$ cat src/rtl/stream_wrr_arbiter.sv
// Packet-level weighted round-robin / fixed-priority arbiter for one crossbar slave port.
// Latency: grant registered one cycle after request; zero-bubble hand-over at packet end.
// Backpressure: grant is held across stalled beats (beat_i low) until a beat with last completes.
module stream_wrr_arbiter #(
   parameter int S_DATA_COUNT = 4,
   parameter int WEIGHT_WIDTH = 4,
   parameter int ARB_MODE     = 0,
   localparam int T_ID_WIDTH  = $clog2(S_DATA_COUNT)
) (
   input  logic                                 clk_i,
   input  logic                                 rst_i,
   input  logic [S_DATA_COUNT-1:0]              req_i,
   input  logic [S_DATA_COUNT*WEIGHT_WIDTH-1:0] weight_i,
   input  logic                                 beat_i,
   input  logic                                 last_i,
   output logic [S_DATA_COUNT-1:0]              grant_o,
   output logic [T_ID_WIDTH-1:0]                id_o,
   output logic                                 valid_o
);

   typedef enum logic {IDLE, BUSY} state_t;

   state_t                  state_q, state_d;
   logic [T_ID_WIDTH-1:0]   ptr_q, ptr_d;
   logic [T_ID_WIDTH-1:0]   id_q, id_d;
   logic [WEIGHT_WIDTH-1:0] credit_q, credit_d;
   logic [WEIGHT_WIDTH-1:0] credit_dec;
   logic [T_ID_WIDTH-1:0]   ptr_rot;

   // First requester at or above 'start', wrapping; the index just below start is checked last.
   function automatic logic [T_ID_WIDTH-1:0] pick(input logic [S_DATA_COUNT-1:0] req,
                                                  input logic [T_ID_WIDTH-1:0]   start);
      logic [T_ID_WIDTH-1:0] res;
      logic                  found;
      int                    idx;
      res   = '0;
      found = 1'b0;
      for (int i = 0; i < S_DATA_COUNT; i++) begin
         idx = int'(start) + i;
         if (idx >= S_DATA_COUNT) idx = idx - S_DATA_COUNT;
         if (!found && req[idx]) begin
            res   = T_ID_WIDTH'(idx);
            found = 1'b1;
         end
      end
      return res;
   endfunction

   // Packets-per-turn for a new winner; a zero weight still grants one packet.
   function automatic logic [WEIGHT_WIDTH-1:0] load_credit(
         input logic [S_DATA_COUNT*WEIGHT_WIDTH-1:0] weights,
         input logic [T_ID_WIDTH-1:0]                who);
      logic [WEIGHT_WIDTH-1:0] w;
      w = weights[int'(who)*WEIGHT_WIDTH +: WEIGHT_WIDTH];
      if (ARB_MODE == 1 || w == '0) return WEIGHT_WIDTH'(1);
      return w;
   endfunction

   // Pointer position after the current owner gives up its turn.
   always_comb begin
      credit_dec = credit_q - WEIGHT_WIDTH'(1);
      ptr_rot    = '0;
      if (ARB_MODE != 1) begin
         ptr_rot = (id_q == T_ID_WIDTH'(S_DATA_COUNT - 1)) ? '0 : id_q + T_ID_WIDTH'(1);
      end
   end

   // Next-state logic: grant on request in IDLE, hold or hand over at packet end in BUSY.
   always_comb begin
      state_d  = state_q;
      ptr_d    = ptr_q;
      id_d     = id_q;
      credit_d = credit_q;
      unique case (state_q)
         IDLE: begin
            if (req_i != '0) begin
               id_d     = pick(req_i, (ARB_MODE == 1) ? '0 : ptr_q);
               credit_d = load_credit(weight_i, id_d);
               state_d  = BUSY;
            end
         end
         BUSY: begin
            if (beat_i && last_i) begin
               if (credit_dec != '0 && req_i[id_q]) begin
                  credit_d = credit_dec;
               end else begin
                  ptr_d = ptr_rot;
                  if (req_i != '0) begin
                     id_d     = pick(req_i, ptr_rot);
                     credit_d = load_credit(weight_i, id_d);
                  end else begin
                     id_d     = '0;
                     credit_d = credit_dec;
                     state_d  = IDLE;
                  end
               end
            end
         end
         default: state_d = IDLE;
      endcase
   end

   // State registers with synchronous reset; a reset mid-packet records no completion.
   always_ff @(posedge clk_i) begin
      if (rst_i) begin
         state_q  <= IDLE;
         ptr_q    <= '0;
         id_q     <= '0;
         credit_q <= '0;
      end else begin
         state_q  <= state_d;
         ptr_q    <= ptr_d;
         id_q     <= id_d;
         credit_q <= credit_d;
      end
   end

   // Outputs decode directly from registered state; id_q is kept at 0 while idle.
   always_comb begin
      grant_o = '0;
      valid_o = (state_q == BUSY);
      id_o    = id_q;
      if (state_q == BUSY) grant_o[id_q] = 1'b1;
   end

endmodule

$ cat config.mk
export PLATFORM = sky130hd
export DESIGN_NAME = stream_wrr_arbiter
export DESIGN_NICKNAME = d
export VERILOG_FILES = /design/src/rtl/stream_wrr_arbiter.sv
export SDC_FILE = /design/constraint.sdc
export NUM_CORES = 1
export LEC_CHECK = 0
export BUFFER_PORTS_ARGS = -buffer_cell sky130_fd_sc_hd__buf_2
export CORE_ASPECT_RATIO = 1.5
export CORE_MARGIN = 5
export CORE_UTILIZATION = 55
export DETAILED_ROUTE_END_ITERATION = 6
export PLACE_DENSITY = 0.8
export SKIP_LAST_GASP = 1
export SYNTH_ARGS = -nofsm -noshare
export SYNTH_HDL_FRONTEND = slang
export SYNTH_SLANG_ARGS = --single-unit
$ cat constraint.sdc
create_clock -name clk_i -period 4.9 [get_ports clk_i]
set_input_delay 0.735 -clock clk_i [delete_from_list [all_inputs] [get_ports clk_i]]
set_output_delay 0.735 -clock clk_i [all_outputs]
set_load 0.03 [all_outputs]
==> results by group <==
Outcome
  – Outcome: finished clean

Global route
  – Largest net degree at the start of global routing: 16
  – Vias in the first global route: 1254
  – All-Layer GR Usage: 18.74%
  – First-pass GRT wire length: 5112 um
  – Initial antenna violation count: 0
  – Grt ovf: 0

Critical path
  – CP max stage delay: 720 ps
  – Req. time, crit path: 5050 ps
  – Slowest cell on crit path: dfxtp_1
  – Nature of the critical path startpoint: flip-flop
  – R2R Path End: credit_q[0]$_SDFFE_PP0P_
  – Buf+Inv Stages, Crit Path: 1
  – Flop-to-flop setup slack: 1560 ps
  – CP Cell Sequence: inv_1 -> ha_1 -> mux4_2 -> nor3_1 -> nor3_4 -> mux2i_1 -> mux2_2 -> a311oi_2 -> o41ai_2
  – R2R Path Start: id_o[0]$_SDFFE_PP0P_
  – Crit path max fanout: 15
  – Delay-heaviest family, CP: multiplexers
  – Crit path arrival time: 3490 ps
  – Reg2Reg Depth: 9
  – Nature of the critical path endpoint: flip-flop
  – Critical path class: flip-flop to flip-flop

Min path
  – Hold Path Origin: ptr_q[0]$_SDFFE_PP0P_
  – WHS Endpoint: ptr_q[0]$_SDFFE_PP0P_
  – Hold crit path type: flip-flop to flip-flop
  – Hold-critical path depth: 2

STA
  – Period Utilization, post-route: 68.22%
  – Fin Clk Skew: 1.948 ps
  – Final Max Tran Viols: 0
  – RSZ-0062 raised after global routing: no
  – Final setup fails: 0
  – Rel. slew slack: 52.06%
  – Setup TNS: 0 ps
  – Hold Slack: 548.6 ps
  – Final Hold Viols: 0
  – Fmax: 0.2992 GHz
  – Minimum clock period: 3343 ps
  – Worst-Margin Slew: 712.5 ps

Logic synthesis
  – Synth Net Count: 183
  – EDFF count, synth: 0
  – Top_reg_cell synth: dfxtp_1
  – Synth Cell Area: 1252 um2
  – Post-Syn Instances: 152
  – Share of the synthesized area in the top cell type: 15.18%
  – Synthesis warning total: 0
  – Unique masters post-synth: 51
  – Post-Syn Area per Cell: 8.240 um2
  – Largest cells by area after synthesis: mux2i_1, dfxtp_1, ha_1
  – Post-synth top area cell: mux2i_1
  – Synthesized flop and latch total: 9
  – Synth async-reset ratio: 0%
  – Seq/Total Area, Yosys: 14.39%

Drt
  – Vias: 1293
  – WL per Instance: 15.17 um
  – Antenna-violating nets left: 0
  – Met3 WL post-DR: 163 um
  – Routed Wire Length: 3079 um
  – 1st-iter DRT viols: 30
  – DRT Pass-1 Iters: 5
  – Metal2 WL: 1594 um
  – Wl on met1: 1198 um
  – Top layer in use: met4
  – Vias/cell: 6.369
  – DRC errors left: 0

CTS
  – Reg clk slew, reported paths: 60 ps
  – CTS tree: yes
  – H-tree depth: 1
  – Post-CTS Resized: 0
  – Root buffer cell: clkbuf_4
  – Clock Sinks: 9
  – Setup Buffers After CTS: 0
  – CTS hold repair buffers: 0
  – Worst skew pair latency: 260 ps
  – Inserted Clock Buffers: 3
  – Clock buffer depth: 2

Pwr
  – VDD IR max: 0.2232 mV
  – P_sw: 146.5 uW
  – Switching Share: 42.82%
  – Sequential share of power: 27.2%
  – Clk pwr share: 17.3%
  – Power per cell area: 240.5 nW/um2
  – Tot Pwr: 342.2 uW
  – Int Pwr: 195.6 uW
  – Combinational power share: 55.5%
  – Pleak: 0.0006125 uW

Finish
  – Ant. Diodes: 0
  – Reg area: 180.2 um2
  – Layout cells sized above 1: 27.22%
  – Multi-input gate area: 1011 um2
  – Most common cell after layout, fill and taps aside: buf_2
  – Area Overhead vs Synth: 13.59%
  – Total Nets Final: 212
  – Most frequent cells in the layout: buf_2, mux2i_1, nor2_1
  – # fillers: 200

Floorplan
  – Num ports: 31
  – Die Width: 48.97 um
  – DIE HEIGHT: 68.45 um
  – Starting Density: 56.75%
  – Core area: 2207 um2
  – Rows: 21
  – Total die area: 3351 um2

Run
  – Maxcap violations: 0

Placement
  – Detail Placement HPWL: 2494 um
  – Routability cong.: 0.8934
  – Port Buffers: 30
per-stage QoR:
stage	setup slack, ps	utilization, %	instances	cell area [um2]
2_1_floorplan	1780	-	152	1252
5_1_grt	1376	64.46	203	1423
3_5_place_dp	1597	63.27	199	1396
4_1_cts	1570	64.46	203	1423
3_3_place_gp	1715	63.27	199	1396
6_report	1557	64.46	203	1423
area by class of cell:
| cell class | count | share of cell area [%] |
|---|---|---|
| tap | 23 | 2.023 |
| multi-input combinational | 130 | 71.06 |
| timing repair buffer | 30 | 10.55 |
| sequential | 9 | 12.66 |
| inverter | 7 | 1.847 |
| clock buffer | 4 | 1.847 |
power by group through the flow:
stage / Clock [uW] / Combinational [uW] / Sequential [uW]
6_report: 59.1 / 190 / 93.2
5_1_grt: 61.3 / 208 / 94.0
4_1_cts: 59.4 / 190 / 92.7
3_5_place_dp: 0 / 189 / 94.3
3_3_place_gp: 0 / 183 / 93.7
2_1_floorplan: 0 / 149 / 93.2
worst reg2reg max path, cell delays in order (launching register included):
cell and delay [ps]:
dfxtp_1 720, inv_1 170, ha_1 450, mux4_2 560, nor3_1 340, nor3_4 150, mux2i_1 150, mux2_2 300
a311oi_2 300, o41ai_2 80
kinds of logic (layout without fill, tap and decap cells):
family	Yosys count	in the layout	share of synthesized area, %
flip-flops	9	9	14.39
AO/OA/AOI/OAI	44	44	27.97
buffers and inverters	13	41	4.895
AND/OR/NAND/NOR	51	51	21.78
multiplexers	26	26	22.58
XOR/XNOR	2	2	1.399
adder cells (fa/ha/maj)	7	7	6.993
registers in the layout, summed over array words and instances, names as in the netlist:
name	flops
valid_o	1
id_o	2
ptr_q	2
credit_q	4
how the worst max path moves through the flow:
| stage | endpoint | depth (start not counted) | slack [ps] | start |
|---|---|---|---|---|
| floorplan | credit_q[0]$_SDFFE_PP0P_ | 10 | 1780 | id_o[0]$_SDFFE_PP0P_ |
| global placement | credit_q[0]$_SDFFE_PP0P_ | 9 | 1710 | id_o[0]$_SDFFE_PP0P_ |
| detailed placement | credit_q[0]$_SDFFE_PP0P_ | 9 | 1600 | id_o[0]$_SDFFE_PP0P_ |
| CTS | credit_q[0]$_SDFFE_PP0P_ | 9 | 1570 | id_o[0]$_SDFFE_PP0P_ |
| global route | credit_q[0]$_SDFFE_PP0P_ | 9 | 1380 | id_o[0]$_SDFFE_PP0P_ |
| finish | credit_q[0]$_SDFFE_PP0P_ | 9 | 1560 | id_o[0]$_SDFFE_PP0P_ |
cell usage after synthesis (2+ instances only):
library cell	n
a31oi_1	2
mux2_2	5
a21oi_1	14
clkbuf_1	3
or2_2	2
nand2b_1	3
ha_1	7
xor2_1	2
mux2i_1	19
nor2_1	16
a2111oi_0	2
and2_1	5
nor3_1	7
nand2_1	8
dfxtp_1	9
inv_1	7
a22o_1	2
o21ai_0	6
per-layer routing:
metal | vias to the layer above | GRT usage [%]
li1 | 636 | -
met1 | 598 | 18.42
met2 | 47 | 37.25
met3 | 12 | 2.614
met4 | 0 | 10.10
met5 | - | 0
(Power assumes the default switching activity.)
